**config.mk**
```make
export PLATFORM = sky130hd
export DESIGN_NAME = pc_stack_unit
export DESIGN_NICKNAME = d
export VERILOG_FILES = /design/src/rtl/pc_pkg.sv /design/src/rtl/ret_stack.sv /design/src/rtl/pc_stack_unit.sv
export SDC_FILE = /design/constraint.sdc
export NUM_CORES = 1
export LEC_CHECK = 0
export ABC_AREA = 1
export CORE_UTILIZATION = 40
export CTS_CLUSTER_SIZE = 30
export DETAILED_ROUTE_END_ITERATION = 10
export GPL_TIMING_DRIVEN = 0
export SYNTH_ARGS = -nofsm -noshare
export SYNTH_HDL_FRONTEND = slang
export SYNTH_SLANG_ARGS = --single-unit
```
**constraint.sdc**
```tcl
create_clock -name clk -period 3.7 [get_ports clk]
set_input_delay 0.74 -clock clk [delete_from_list [all_inputs] [get_ports clk]]
set_output_delay 0.74 -clock clk [all_outputs]
set_load 0.005 [all_outputs]
```
**src/rtl/pc_pkg.sv**
```systemverilog
// ---------------------------------------------------------------------------
// pc_pkg : shared widths and PC operation encoding for the PC/stack unit
// Rev 1.0
// ---------------------------------------------------------------------------
`default_nettype none

package pc_pkg;

  localparam int PC_ADDR_W      = 8;
  localparam int PC_STACK_DEPTH = 4;

  // Operation chosen after priority resolution; the control unit may reuse it.
  typedef enum logic [1:0] {
    PC_INC  = 2'd0,
    PC_LOAD = 2'd1,
    PC_CALL = 2'd2,
    PC_RET  = 2'd3
  } pc_op_t;

endpackage

`default_nettype wire

```
**src/rtl/ret_stack.sv**
```systemverilog
// ---------------------------------------------------------------------------
// ret_stack : parametrised LIFO of return addresses; overflowing pushes and
//             underflowing pops are silently dropped.
// Rev 1.0
// ---------------------------------------------------------------------------
`default_nettype none

module ret_stack #(
  parameter  int WIDTH = 8,
  parameter  int DEPTH = 4,
  localparam int CW    = $clog2(DEPTH + 1)
) (
  input  logic             clk,
  input  logic             rst,
  input  logic             push_i,
  input  logic             pop_i,
  input  logic [WIDTH-1:0] din_i,
  output logic [WIDTH-1:0] dout_o,
  output logic [CW-1:0]    count_o,
  output logic             full_o,
  output logic             empty_o
);

  logic [WIDTH-1:0] mem_q [DEPTH];
  logic [CW-1:0]    cnt_q, cnt_d;
  logic             w_do_push, w_do_pop;

  assign full_o    = (cnt_q == CW'(DEPTH));
  assign empty_o   = (cnt_q == '0);
  assign w_do_pop  = pop_i && !empty_o;
  assign w_do_push = push_i && !full_o && !pop_i;
  assign count_o   = cnt_q;

  always_comb begin
    cnt_d = cnt_q;
    if (w_do_pop)
      cnt_d = cnt_q - CW'(1);
    else if (w_do_push)
      cnt_d = cnt_q + CW'(1);
  end

  always_ff @(posedge clk) begin
    if (rst)
      cnt_q <= '0;
    else
      cnt_q <= cnt_d;
  end

  // Entry contents need no reset: they are only visible below the count.
  for (genvar i = 0; i < DEPTH; i++) begin : g_entry
    always_ff @(posedge clk) begin
      if (w_do_push && (cnt_q == CW'(i)))
        mem_q[i] <= din_i;
    end
  end

  always_comb begin
    dout_o = '0;
    for (int i = 0; i < DEPTH; i++) begin
      if (cnt_q == CW'(i + 1))
        dout_o = mem_q[i];
    end
  end

endmodule

`default_nettype wire

```
**src/rtl/pc_stack_unit.sv**
```systemverilog
// ---------------------------------------------------------------------------
// pc_stack_unit : registered PC with stall, jump, call/return and sticky
//                 stack-error halt.
// Rev 1.0
// ---------------------------------------------------------------------------
`default_nettype none

module pc_stack_unit
  import pc_pkg::*;
#(
  parameter  int          ADDR_W      = PC_ADDR_W,
  parameter  int          STACK_DEPTH = PC_STACK_DEPTH,
  parameter  logic [ADDR_W-1:0] RESET_PC = '0,
  localparam int          SP_W        = $clog2(STACK_DEPTH + 1)
) (
  input  logic              clk,
  input  logic              rst,
  input  logic              en,
  input  logic              load,
  input  logic              call,
  input  logic              ret,
  input  logic [ADDR_W-1:0] target,
  output logic [ADDR_W-1:0] pc_out,
  output logic [SP_W-1:0]   sp_out,
  output logic              stack_full,
  output logic              stack_empty,
  output logic              err_ovf,
  output logic              err_unf
);

  logic [ADDR_W-1:0] pc_q, pc_d;
  logic              ovf_q, ovf_d, unf_q, unf_d;
  logic [ADDR_W-1:0] w_pc_inc, w_stk_top;
  logic              w_active, w_push, w_pop;
  pc_op_t            w_op;

  assign w_pc_inc = pc_q + ADDR_W'(1);
  // Any sticky error halts the unit until reset.
  assign w_active = en && !(ovf_q || unf_q);

  always_comb begin
    w_op = PC_INC;
    if (ret)
      w_op = PC_RET;
    else if (call)
      w_op = PC_CALL;
    else if (load)
      w_op = PC_LOAD;
  end

  assign w_push = w_active && (w_op == PC_CALL) && !stack_full;
  assign w_pop  = w_active && (w_op == PC_RET) && !stack_empty;

  ret_stack #(
    .WIDTH (ADDR_W),
    .DEPTH (STACK_DEPTH)
  ) u_ret_stack (
    .clk     (clk),
    .rst     (rst),
    .push_i  (w_push),
    .pop_i   (w_pop),
    .din_i   (w_pc_inc),
    .dout_o  (w_stk_top),
    .count_o (sp_out),
    .full_o  (stack_full),
    .empty_o (stack_empty)
  );

  always_comb begin
    pc_d  = pc_q;
    ovf_d = ovf_q;
    unf_d = unf_q;
    if (w_active) begin
      unique case (w_op)
        PC_RET:  if (stack_empty) unf_d = 1'b1; else pc_d = w_stk_top;
        PC_CALL: if (stack_full)  ovf_d = 1'b1; else pc_d = target;
        PC_LOAD: pc_d = target;
        default: pc_d = w_pc_inc;
      endcase
    end
  end

  always_ff @(posedge clk) begin
    if (rst) begin
      pc_q  <= RESET_PC;
      ovf_q <= 1'b0;
      unf_q <= 1'b0;
    end else begin
      pc_q  <= pc_d;
      ovf_q <= ovf_d;
      unf_q <= unf_d;
    end
  end

  assign pc_out  = pc_q;
  assign err_ovf = ovf_q;
  assign err_unf = unf_q;

endmodule

`default_nettype wire

```
==> run_results.csv <==
group,metric,value,unit
grt,grt_pass1_vias,1786,
grt,globalRouteOverflowTotal,0,
yosys,synth_cells,297,
setup_path,cp-end-kind,"flop",
yosys,ys_warn_count,0,
setup_path,r2r-end,"u_ret_stack.mem_q[1][7]$_DFFE_PP_",
power_and_ir_drop,cellLeakagePower,1.25,nW
power_and_ir_drop,swShare,0.293,
clocking,postCtsSetupRepairBufs,0,
worst_hold_path,hold_depth,2,
setup_path,r2r_setup_slack,0.97,ns
setup_path,crit_start,"call",
setup_path,setup.worst_path.end,"u_ret_stack.mem_q[1][7]$_DFFE_PP_",
power_and_ir_drop,p_total,0.00113,W
clocking,cts_resized,0,
yosys,synth_area,0.00241,mm²
place,dp_hpwl,3860,µm
final_layout,finalNetCount,356,
sta,fin_crit,3.21,ns
detailed_routing,routed_wirelength,5090,µm
clocking,clkTransAtPathRegs,0.09,ns
sta,fin_tns_setup,0,ns
final_layout,area_growth,19.1,%
clocking,cts_buffers,5,
clocking,holdBufCountCts,0,
detailed_routing,drc,0,
power_and_ir_drop,power.net_switching,0.000330,W
worst_hold_path,worstHoldPathType,"reg2reg",
setup_path,max_stage_delay,0.92,ns
sta,clock_skew,0.00880,ns
setup_path,reg2reg_depth,7,
floorplanning,fp-row-count,27,
yosys,syn_nets,321,
sta,drv_slew,0,
power_and_ir_drop,vdd_drop_max,157,µV
sta,slew_headroom,0.221,
grt,track_usage,0.182,
setup_path,path_class,"in2reg",
clocking,htreeDepth,2,
detailed_routing,drt-wirelength-per-cell,12.6,µm
sta,max_freq,311,MHz
setup_path,cp_slowest_cell,"nor3_1",
setup_path,cpMostUsedCell,"inv_1",
floorplanning,core,0.00564,mm²
floorplanning,die_w,79.6,µm
grt,antenna_found_initial,0,
detailed_routing,drt_iter0_drc,97,
sta,period_share,0.868,
final_layout,antenna_cells,0,
grt,grt_first_pass_wirelength,8690,µm
clocking,clockRootBuffer,"clkbuf_8",
floorplanning,pin_count,29,
setup_path,worstPathRequired,3.63,ns
final_layout,drive_above_1_share,0.0721,
detailed_routing,first_pass_iters,4,
sta,worst_pin_slew,1.16,ns
run_status,outcome,"finished clean",
setup_path,path_depth,8,
detailed_routing,viasPerCell,4.65,
yosys,yosysUniqueCellTypes,28,
power_and_ir_drop,power_density,392,mW/mm²
clocking,tritoncts,"done",
detailed_routing,ant_nets,0,
setup_path,crit_path_max_fanout,8,
final_layout,instances_no_fill,405,
floorplanning,fp.dieArea,0.00633,mm²
power_and_ir_drop,comb_power_share,0.208,
yosys,synth_area_per_cell,8.11,µm²
grt,grt_max_degree,16,
setup_path,start_kind,"primary input",
power_and_ir_drop,p_seq_frac,0.513,
floorplanning,die_h,79.6,µm
power_and_ir_drop,clkPwrFrac,0.278,
clocking,clk_latency,0.31,ns
power_and_ir_drop,intPower,0.000795,W
sta,rsz0062_at_grt,"no",
yosys,seq_area_frac_synth,0.507,
floorplanning,initial_utilization,0.427,
setup_path,crit_family,"simple AND/OR/NAND/NOR gates",
place,gp_congestion,0.827,
place,dp.cells,397,
setup_path,crit_arrival,3.14,ns
clocking,clkSinkCount,45,
sta,setup_violations,0,
setup_path,path_buf_inv,3,
yosys,ys_ff_latch,45,
place,portBuffers,28,
sta,final-hold-violation-count,0,
clocking,cts_max_path_buffers,2,
setup_path,crit_chain,"clkdlybuf4s50_1 > inv_1 > a21oi_1 > ha_1 > inv_1 > nor3_2 > nand2_1 > nor3_1",
run,drv_cap,0,
setup_path,rr_startpoint,"u_ret_stack.count_o[1]$_SDFFE_PP0P_",
detailed_routing,num_vias,1884,
-- final cells by class --
type	instances	area [µm²]
fillers	558	2770
flip-flops and latches	45	1220
multi-input cells	197	961
repair buffers	28	280
inverters	48	183
well taps	72	90.1
clock buffers	5	68.8
plain buffers	7	42.5
clock inverters	3	21.3
-- flip-flops by register name, indices dropped and copies added (netlist names) --
register / cells
u_ret_stack.mem_q: 32
pc_out: 8
u_ret_stack.count_o: 3
err_ovf: 1
err_unf: 1
-- cell usage in the layout, fill, tap and decap left out, drive strengths merged --
master,instances
nand2,95
inv,47
xor2,2
nand4,1
clkbuf,8
a21oi,22
a31oi,1
buf,4
xnor2,2
clkinv,3
nand3,19
dfxtp,13
ha,10
nor2,35
o22ai,1
clkinvlp,1
o21ai,4
edfxtp,32
nor3,5
clkdlybuf4s50,28
-- worst min-delay path, stage by stage, from the launching register on --
cell     delay, ns
dfxtp_1       0.34
nand2_1       0.07
a21oi_1       0.05
-- cells in the mapped netlist, drive strengths merged --
library cell  count  area (µm²)
a21oi            22         118
a31oi             1        6.26
buf               4        31.3
clkbuf            3        11.3
clkinv            2        7.51
dfxtp            13         260
edfxtp           32         961
ha               10         125
inv              46         175
nand2            95         367
nand3            19        95.1
nand4             1        6.26
nor2             35         141
nor3              5        41.3
o21ai             4        20.0
o22ai             1        6.26
xnor2             2        17.5
xor2              2        17.5
-- routing by layer --
metal  vias up  GRT usage  wire length [µm]
li1       1008          -                 -
met1       845      0.253              2640
met2        25      0.281              2250
met3         6     0.0354               138
met4         0     0.0673                63
met5         -          0                 0
-- per-stage QoR --
stage	utilization	hold WS (ns)	area (µm²)	setup slack, ns
after floorplan	-	0.478	2410	1.12
after global routing	0.508	0.529	2870	0.295
after detailed placement	0.492	0.489	2780	0.135
after CTS	0.508	0.504	2870	0.456
after global placement	0.492	0.488	2780	0.145
final	0.508	0.496	2870	0.489
-- how the worst min path moves through the flow --
stage	start	end	slack, ns
finish	pc_out[7]$_SDFFE_PP0P_	pc_out[7]$_SDFFE_PP0P_	0.50
global route	err_unf$_SDFFE_PP0P_	err_unf$_SDFFE_PP0P_	0.53
CTS	pc_out[7]$_SDFFE_PP0P_	pc_out[7]$_SDFFE_PP0P_	0.50
detailed placement	pc_out[7]$_SDFFE_PP0P_	pc_out[7]$_SDFFE_PP0P_	0.49
global placement	err_unf$_SDFFE_PP0P_	err_unf$_SDFFE_PP0P_	0.49
floorplan	pc_out[7]$_SDFFE_PP0P_	pc_out[7]$_SDFFE_PP0P_	0.48
-- power by group through the flow --
stage                     clock (W)  sequential [W]  combinational, W
final                      0.000313        0.000578          0.000235
after global routing       0.000339        0.000581          0.000270
after CTS                  0.000319        0.000578          0.000238
after detailed placement          0        0.000589          0.000237
after global placement            0        0.000590          0.000233
after floorplan                   0        0.000588          0.000149
-- logic make-up after synthesis --
family	after synthesis	share of synthesized area
adders and majority gates	10	0.0520
xor gates and xnor gates	4	0.0146
AOI/OAI and AO/OA	28	0.0624
DFF	45	0.507
buffers and inverters	55	0.0936
and+or+nand+nor	155	0.270
No activity file was read; power rests on OpenSTA's default activity.
